$ cat config.mk
export PLATFORM = sky130hd
export DESIGN_NAME = axi3_reg_slice
export DESIGN_NICKNAME = d
export VERILOG_FILES = /design/src/rtl/axi3_reg_slice.sv
export SDC_FILE = /design/constraint.sdc
export NUM_CORES = 1
export LEC_CHECK = 0
export ABC_CLOCK_PERIOD_IN_PS = 23200
export CORE_AREA = 8 8 541 543
export CTS_CLUSTER_SIZE = 16
export DETAILED_ROUTE_END_ITERATION = 10
export DIE_AREA = 0 0 549 551
export PLACE_DENSITY_LB_ADDON = 0.25
export SYNTH_ARGS = -nofsm -noshare
export SYNTH_HDL_FRONTEND = slang
export SYNTH_SLANG_ARGS = --single-unit
$ cat constraint.sdc
create_clock -name clk_i -period 23.2 [get_ports clk_i]
set_clock_uncertainty 0.05 [all_clocks]
set_input_delay 4.64 -clock clk_i [delete_from_list [all_inputs] [get_ports clk_i]]
set_output_delay 4.64 -clock clk_i [all_outputs]
set_load 0.05 [all_outputs]
$ cat src/rtl/axi3_reg_slice.sv
// axi3_reg_slice
//   One pipeline stage on each AXI3 channel (AW, W, B, AR, R) between the
//   slave-side port s_* (toward the traffic master) and the master-side
//   port m_* (toward the HBM pseudo-channel). Each channel is set up on
//   its own as BYPASS (0), FULL (1, 2-entry skid) or FWD (2, 1-entry).
//
// Ports
//   clk_i, rst_i             clock, asynchronous active-high reset
//   s_aw*/s_w*/s_ar*         request channels in from the master
//   m_aw*/m_w*/m_ar*         request channels out to the HBM port
//   m_b*/m_r*                response channels in from the HBM port
//   s_b*/s_r*                response channels out to the master
//   busy_o                   some FULL/FWD stage holds at least one beat
//
// FULL stage states
//   state    | meaning
//   ST_EMPTY | no beat held, downstream valid low
//   ST_ONE   | one beat in main, upstream ready high
//   ST_TWO   | main and skid both full, upstream ready low
module axi3_reg_slice #(
    parameter int ID_WIDTH   = 6,
    parameter int ADDR_WIDTH = 33,
    parameter int DATA_WIDTH = 256,
    parameter int AW_MODE    = 1,
    parameter int W_MODE     = 1,
    parameter int B_MODE     = 1,
    parameter int AR_MODE    = 1,
    parameter int R_MODE     = 1
) (
    input  logic                    clk_i,
    input  logic                    rst_i,
    input  logic [ID_WIDTH-1:0]     s_awid_i,
    input  logic [ADDR_WIDTH-1:0]   s_awaddr_i,
    input  logic [3:0]              s_awlen_i,
    input  logic [2:0]              s_awsize_i,
    input  logic [1:0]              s_awburst_i,
    input  logic [1:0]              s_awlock_i,
    input  logic [3:0]              s_awcache_i,
    input  logic [2:0]              s_awprot_i,
    input  logic [3:0]              s_awqos_i,
    input  logic                    s_awvalid_i,
    output logic                    s_awready_o,
    input  logic [DATA_WIDTH-1:0]   s_wdata_i,
    input  logic [DATA_WIDTH/8-1:0] s_wstrb_i,
    input  logic                    s_wlast_i,
    input  logic                    s_wvalid_i,
    output logic                    s_wready_o,
    output logic [ID_WIDTH-1:0]     s_bid_o,
    output logic [1:0]              s_bresp_o,
    output logic                    s_bvalid_o,
    input  logic                    s_bready_i,
    input  logic [ID_WIDTH-1:0]     s_arid_i,
    input  logic [ADDR_WIDTH-1:0]   s_araddr_i,
    input  logic [3:0]              s_arlen_i,
    input  logic [2:0]              s_arsize_i,
    input  logic [1:0]              s_arburst_i,
    input  logic [1:0]              s_arlock_i,
    input  logic [3:0]              s_arcache_i,
    input  logic [2:0]              s_arprot_i,
    input  logic [3:0]              s_arqos_i,
    input  logic                    s_arvalid_i,
    output logic                    s_arready_o,
    output logic [ID_WIDTH-1:0]     s_rid_o,
    output logic [DATA_WIDTH-1:0]   s_rdata_o,
    output logic [1:0]              s_rresp_o,
    output logic                    s_rlast_o,
    output logic                    s_rvalid_o,
    input  logic                    s_rready_i,
    output logic [ID_WIDTH-1:0]     m_awid_o,
    output logic [ADDR_WIDTH-1:0]   m_awaddr_o,
    output logic [3:0]              m_awlen_o,
    output logic [2:0]              m_awsize_o,
    output logic [1:0]              m_awburst_o,
    output logic [1:0]              m_awlock_o,
    output logic [3:0]              m_awcache_o,
    output logic [2:0]              m_awprot_o,
    output logic [3:0]              m_awqos_o,
    output logic                    m_awvalid_o,
    input  logic                    m_awready_i,
    output logic [DATA_WIDTH-1:0]   m_wdata_o,
    output logic [DATA_WIDTH/8-1:0] m_wstrb_o,
    output logic                    m_wlast_o,
    output logic                    m_wvalid_o,
    input  logic                    m_wready_i,
    input  logic [ID_WIDTH-1:0]     m_bid_i,
    input  logic [1:0]              m_bresp_i,
    input  logic                    m_bvalid_i,
    output logic                    m_bready_o,
    output logic [ID_WIDTH-1:0]     m_arid_o,
    output logic [ADDR_WIDTH-1:0]   m_araddr_o,
    output logic [3:0]              m_arlen_o,
    output logic [2:0]              m_arsize_o,
    output logic [1:0]              m_arburst_o,
    output logic [1:0]              m_arlock_o,
    output logic [3:0]              m_arcache_o,
    output logic [2:0]              m_arprot_o,
    output logic [3:0]              m_arqos_o,
    output logic                    m_arvalid_o,
    input  logic                    m_arready_i,
    input  logic [ID_WIDTH-1:0]     m_rid_i,
    input  logic [DATA_WIDTH-1:0]   m_rdata_i,
    input  logic [1:0]              m_rresp_i,
    input  logic                    m_rlast_i,
    input  logic                    m_rvalid_i,
    output logic                    m_rready_o,
    output logic                    busy_o
);

    localparam int AXW = ID_WIDTH + ADDR_WIDTH + 22;
    localparam int WW  = DATA_WIDTH + DATA_WIDTH / 8 + 1;
    localparam int BW  = ID_WIDTH + 2;
    localparam int RW  = ID_WIDTH + DATA_WIDTH + 3;

    // Channel index: 0=AW, 1=W, 2=B, 3=AR, 4=R
    function automatic int ch_width(input int c);
        case (c)
            0:       return AXW;
            1:       return WW;
            2:       return BW;
            3:       return AXW;
            default: return RW;
        endcase
    endfunction

    function automatic int ch_mode(input int c);
        case (c)
            0:       return AW_MODE;
            1:       return W_MODE;
            2:       return B_MODE;
            3:       return AR_MODE;
            default: return R_MODE;
        endcase
    endfunction

    // Next-cycle occupancy per channel; busy is registered from it so it
    // has no combinational input.
    logic [4:0] hold_d;
    logic       busy_q;

    for (genvar c = 0; c < 5; c++) begin : g_ch
        localparam int PW   = ch_width(c);
        localparam int MODE = ch_mode(c);

        logic [PW-1:0] in_pl;
        logic [PW-1:0] out_pl;
        logic          in_valid;
        logic          in_ready;
        logic          out_valid;
        logic          out_ready;

        if (c == 0) begin : g_aw
            assign in_pl       = {s_awid_i, s_awaddr_i, s_awlen_i, s_awsize_i, s_awburst_i,
                                  s_awlock_i, s_awcache_i, s_awprot_i, s_awqos_i};
            assign in_valid    = s_awvalid_i;
            assign s_awready_o = in_ready;
            assign {m_awid_o, m_awaddr_o, m_awlen_o, m_awsize_o, m_awburst_o,
                    m_awlock_o, m_awcache_o, m_awprot_o, m_awqos_o} = out_pl;
            assign m_awvalid_o = out_valid;
            assign out_ready   = m_awready_i;
        end else if (c == 1) begin : g_w
            assign in_pl      = {s_wdata_i, s_wstrb_i, s_wlast_i};
            assign in_valid   = s_wvalid_i;
            assign s_wready_o = in_ready;
            assign {m_wdata_o, m_wstrb_o, m_wlast_o} = out_pl;
            assign m_wvalid_o = out_valid;
            assign out_ready  = m_wready_i;
        end else if (c == 2) begin : g_b
            assign in_pl      = {m_bid_i, m_bresp_i};
            assign in_valid   = m_bvalid_i;
            assign m_bready_o = in_ready;
            assign {s_bid_o, s_bresp_o} = out_pl;
            assign s_bvalid_o = out_valid;
            assign out_ready  = s_bready_i;
        end else if (c == 3) begin : g_ar
            assign in_pl       = {s_arid_i, s_araddr_i, s_arlen_i, s_arsize_i, s_arburst_i,
                                  s_arlock_i, s_arcache_i, s_arprot_i, s_arqos_i};
            assign in_valid    = s_arvalid_i;
            assign s_arready_o = in_ready;
            assign {m_arid_o, m_araddr_o, m_arlen_o, m_arsize_o, m_arburst_o,
                    m_arlock_o, m_arcache_o, m_arprot_o, m_arqos_o} = out_pl;
            assign m_arvalid_o = out_valid;
            assign out_ready   = m_arready_i;
        end else begin : g_r
            assign in_pl      = {m_rid_i, m_rdata_i, m_rresp_i, m_rlast_i};
            assign in_valid   = m_rvalid_i;
            assign m_rready_o = in_ready;
            assign {s_rid_o, s_rdata_o, s_rresp_o, s_rlast_o} = out_pl;
            assign s_rvalid_o = out_valid;
            assign out_ready  = s_rready_i;
        end

        if (MODE == 0) begin : g_bypass
            assign out_pl    = in_pl;
            assign out_valid = in_valid;
            assign in_ready  = out_ready;
            assign hold_d[c] = 1'b0;
        end else if (MODE == 1) begin : g_full
            localparam logic [1:0] ST_EMPTY = 2'd0;
            localparam logic [1:0] ST_ONE   = 2'd1;
            localparam logic [1:0] ST_TWO   = 2'd2;

            logic [1:0]    state_q, state_d;
            logic          rdy_q;
            logic [PW-1:0] main_q, main_d;
            logic [PW-1:0] skid_q, skid_d;
            logic          in_xfer;
            logic          out_xfer;

            assign in_xfer  = in_valid & rdy_q;
            assign out_xfer = out_ready & (state_q != ST_EMPTY);

            always_comb begin
                state_d = state_q;
                main_d  = main_q;
                skid_d  = skid_q;
                case (state_q)
                    ST_EMPTY: begin
                        if (in_xfer) begin
                            state_d = ST_ONE;
                            main_d  = in_pl;
                        end
                    end
                    ST_ONE: begin
                        if (in_xfer && out_xfer) begin
                            main_d = in_pl;
                        end else if (in_xfer) begin
                            state_d = ST_TWO;
                            skid_d  = in_pl;
                        end else if (out_xfer) begin
                            state_d = ST_EMPTY;
                        end
                    end
                    ST_TWO: begin
                        // rdy_q is low here, so only the drain can happen
                        if (out_xfer) begin
                            state_d = ST_ONE;
                            main_d  = skid_q;
                        end
                    end
                    default: state_d = ST_EMPTY;
                endcase
            end

            always_ff @(posedge clk_i or posedge rst_i) begin
                if (rst_i) begin
                    state_q <= ST_EMPTY;
                    rdy_q   <= 1'b1;
                end else begin
                    state_q <= state_d;
                    rdy_q   <= (state_d != ST_TWO);
                end
            end

            always_ff @(posedge clk_i) begin
                main_q <= main_d;
                skid_q <= skid_d;
            end

            assign out_valid = (state_q != ST_EMPTY);
            assign out_pl    = main_q;
            assign in_ready  = rdy_q;
            assign hold_d[c] = (state_d != ST_EMPTY);
        end else begin : g_fwd
            logic          valid_q;
            logic          valid_d;
            logic [PW-1:0] data_q;

            // A new beat may load in the same cycle the held one leaves.
            assign in_ready = ~valid_q | out_ready;
            assign valid_d  = (in_valid & in_ready) | (valid_q & ~out_ready);

            always_ff @(posedge clk_i or posedge rst_i) begin
                if (rst_i) begin
                    valid_q <= 1'b0;
                end else begin
                    valid_q <= valid_d;
                end
            end

            always_ff @(posedge clk_i) begin
                if (in_valid & in_ready) begin
                    data_q <= in_pl;
                end
            end

            assign out_valid = valid_q;
            assign out_pl    = data_q;
            assign hold_d[c] = valid_d;
        end
    end

    always_ff @(posedge clk_i or posedge rst_i) begin
        if (rst_i) begin
            busy_q <= 1'b0;
        end else begin
            busy_q <= |hold_d;
        end
    end

    assign busy_o = busy_q;

endmodule

==> key figures <==
Critical path
  – Worst Setup Path Type: input pin to flip-flop
  – CP dominant cell by count: buf_4
  – Crit-path cells: clkdlybuf4s50_1 > nor2b_1 > nor3b_4 > buf_4 > buf_4 > buf_4 > buf_4
  – Slowest stage cell, crit path: buf_4
  – Worst Path Buf+Inv: 5
  – WP data arrival: 8910 ps
  – Required @ worst endpoint: 23550 ps
  – CP endpoint kind: flip-flop
  – Startpoint Class: input pin
  – CP top delay family: buffers and inverters
  – Largest stage delay on the critical path: 740 ps
  – Worst-path fanout max: 60

Floorplan
  – Die area: 302000 µm²
  – Die width: between 500 and 600 µm
  – Core ar.: 284000 µm²
  – Die height: 551 µm
  – I/O Pins: 1391
  – Row count: around 200
  – Initial Util: 0.180

Logic synthesis
  – Mapped Cells: 2789
  – Syn Nets: about 3500
  – Yosys top cell area share: 0.803
  – Yosys warnings: 0
  – Synth area leaders: edfxtp_1 80%, nand2_1 5.9%, mux2_4 5.9%
  – Async S/R FF share, synth: 0.0116
  – Mapped Area: 51200 µm²
  – Unique masters post-synth: 31
  – Sequential area share after synthesis: 0.811
  – Post-synth EDFFs: 1368
  – Synthesized area per cell: roughly 18 µm²
  – Cell taking the most area after synthesis: edfxtp_1
  – Synth Register Bits: between 1000 and 1500
  – Ys flop type: edfxtp_1

Placed design
  – Post-DP HPWL: between 150 and 200 mm
  – Gp weighted congestion: between 0.8 and 0.9
  – Place WS: approximately 14000 ps
  – Port Buf Inserts: 1390

Clock tree
  – Post-cts sizing count: 0
  – Post-CTS Hold Fix Bufs: 0
  – CTS tree: built
  – Root buf cell: clkbuf_16
  – CTS clock-pin slew for the worst setup and hold paths: 60 ps
  – CTS H-tree lvls: 4
  – Worst skew pair latency: 820 ps
  – Maximum clock path buffer count: 4
  – CTS Sinks: 1384
  – Setup bufs post-CTS: 0
  – Total CTS buffers: ~170

GRT
  – Largest net degree at the start of global routing: 158
  – Antenna violations before repair: about 150
  – Global-route wire length before repair: around 280 mm
  – Global route total overflow: 0
  – Gr usage total: 0.136
  – Vias in the first global route: approximately 31000

Detailed routing
  – DR vias: roughly 31000
  – WL/cell: 26.6 µm
  – Routed wire length: 218 mm
  – Router iterations before antenna repair: 5
  – ANT nets after route: 0
  – DR iter-0 viols: 2354
  – Residual DRC: 0
  – Drt via density: 3.72

STA
  – Setup TNS: 0 ps
  – Final setup violation count: 0
  – RSZ-0062 raised after global routing: false
  – Slew @ Worst Pin: 1110 ps
  – Minimum clock period: 8560 ps
  – Fin. max-slew vios: 0
  – Slew Limit Headroom: 0.258
  – Final WS setup: 14640 ps
  – Hold WS: 437 ps
  – Fmax: approximately 120 MHz
  – Final period util: 0.369
  – Final hold vios: 0

Power
  – PwrDens: approximately 110 nW/µm²
  – Switching pwr: roughly 2.9 mW
  – Max VDD drop: between 0.00005 and 0.00006 V
  – Flop pwr share: 0.409
  – Int Pwr: ~5.5 mW
  – Combinational fraction of design power: 0.281
  – Clk pwr share: 0.310
  – Pleak: about 26 nW
  – Switching Fraction: 0.344

Job
  – Max Cap Viol: 0

Final layout
  – Layout area overhead: 46.5%
  – Layout cells sized above 1: 0.163
  – FF+latch area: 41500 µm²
  – Multi-input logic area: 9070 µm²
  – Fin nets: 4970
  – Fill count: 29000

Status
  – Status: finished clean

Worst hold path
  – Hold Crit Class: flip-flop to flip-flop
power by group through the flow:
stage / combinational (mW) / sequential (mW) / clock (mW)
after global routing: 2.46 / 3.46 / 2.78
after detailed placement: 2.39 / 3.47 / 0
after CTS: 2.40 / 3.43 / 2.71
after floorplan: 0.505 / 4.47 / 0
final: 2.35 / 3.42 / 2.60
after global placement: 2.40 / 3.46 / 0
cells in the final DEF, fill, tap and decap left out, types with 2 or more instances in the layout:
| master | count |
|---|---|
| a31oi_1 | 3 |
| buf_12 | 4 |
| buf_4 | 32 |
| bufinv_16 | 12 |
| clkbuf_1 | 31 |
| clkbuf_16 | 172 |
| clkdlybuf4s50_1 | 1390 |
| clkinv_1 | 30 |
| clkinv_16 | 3 |
| clkinv_2 | 31 |
| clkinv_4 | 2 |
| clkinv_8 | 4 |
| clkinvlp_4 | 5 |
| dfrtp_1 | 11 |
| dfstp_2 | 5 |
| diode_2 | 34 |
| edfxtp_1 | 1368 |
| inv_1 | 6 |
| inv_6 | 8 |
| mux2_2 | 219 |
| mux2_4 | 200 |
| mux2i_1 | 5 |
| nand2_1 | 805 |
| nand3b_1 | 5 |
| nor2_1 | 3 |
| nor2b_1 | 10 |
| nor2b_4 | 4 |
| nor3b_2 | 3 |
| nor3b_4 | 2 |
| nor4_1 | 2 |
| o21a_1 | 5 |
| o22ai_1 | 5 |
| o31ai_4 | 4 |
| or2_2 | 5 |
flip-flops by register name, summed over array words and instances, names as in the netlist:
signal	flops
busy_o	1
g_ch.g_full.main_q	684
g_ch.g_full.skid_q	684
g_ch.g_full.state_q	10
m_bready_o	1
m_rready_o	1
s_arready_o	1
s_awready_o	1
s_wready_o	1
Yosys cell counts, types with 2 or more instances:
| cell type | count |
|---|---|
| a31oi_1 | 3 |
| nand2_1 | 805 |
| o22ai_1 | 5 |
| nand3b_1 | 5 |
| dfstp_2 | 5 |
| or2_2 | 5 |
| buf_2 | 58 |
| nor2b_1 | 13 |
| nor3b_1 | 5 |
| buf_6 | 24 |
| o31ai_1 | 5 |
| o21a_1 | 5 |
| mux2_2 | 219 |
| buf_4 | 2 |
| clkbuf_1 | 24 |
| buf_1 | 2 |
| mux2_4 | 200 |
| inv_1 | 6 |
| mux2i_1 | 5 |
| edfxtp_1 | 1368 |
| nor4_1 | 2 |
| buf_12 | 2 |
| nor2_1 | 3 |
| dfrtp_1 | 11 |
cell families (layout without fill, tap and decap cells):
logic type / after synthesis / count (layout) / share of synthesized area
flops: 1384 / 1384 / 0.811
simple gates: 843 / 843 / 0.0640
mux: 424 / 424 / 0.108
buf+inv: 118 / 1730 / 0.0144
compound gates: 20 / 20 / 0.00296
other cells: 0 / 34 / 0
worst reg2reg max path, cell delays in order (launching register included):
cell	delay, ps
dfrtp_1	580
nor2b_4	900
buf_12	680
buf_4	1070
buf_4	780
mux2_2	500
area by class of cell:
class                      count  area share
sequential                  1384       0.554
timing repair buffer        1426       0.190
multi-input combinational   1287       0.121
tap                         3762      0.0628
clock buffer                 203      0.0590
clock inverter                95      0.0121
antenna                       34     0.00114
inverter                       6    0.000301
through the flow:
stage                util  area, µm²  power (mW)  std cells
global placement    0.245      69500        5.86       7865
CTS                 0.264      74900        8.54       8163
global route        0.264      74900        8.70       8175
detailed placement  0.245      69500        5.86       7865
finish              0.264      74900        8.36       8197
floorplan               -      51200        4.98       2789
metal layers:
metal  wire length (µm)  share of wire  track usage  up-vias
li1                   -              -            -    13300
met1              82400           0.38        0.157    15200
met2              99600           0.46        0.218     1438
met3              29200           0.13       0.0762      439
met4               6170          0.028       0.0370       96
met5                609         0.0028            0        -
worst paths after layout:
check	startpoint	end	slack, ps	cells after the start
hold / removal	g_ch[4].g_full.skid_q[166]	g_ch[4].g_full.main_q[166]	440	2
hold reg to reg	g_ch[4].g_full.skid_q[166]	g_ch[4].g_full.main_q[166]	440	2
min in group asynchronous	rst_i	g_ch[1].g_full.state_q[1]	4280	2
setup / recovery	s_rready_i	g_ch[4].g_full.skid_q[56]	14640	7
setup reg to reg	g_ch[1].g_full.state_q[1]	g_ch[1].g_full.main_q[30]	18340	5
max in group asynchronous	rst_i	g_ch[4].g_full.state_q[1]	18210	2
Note: power is estimated with default switching activity, not from simulation.
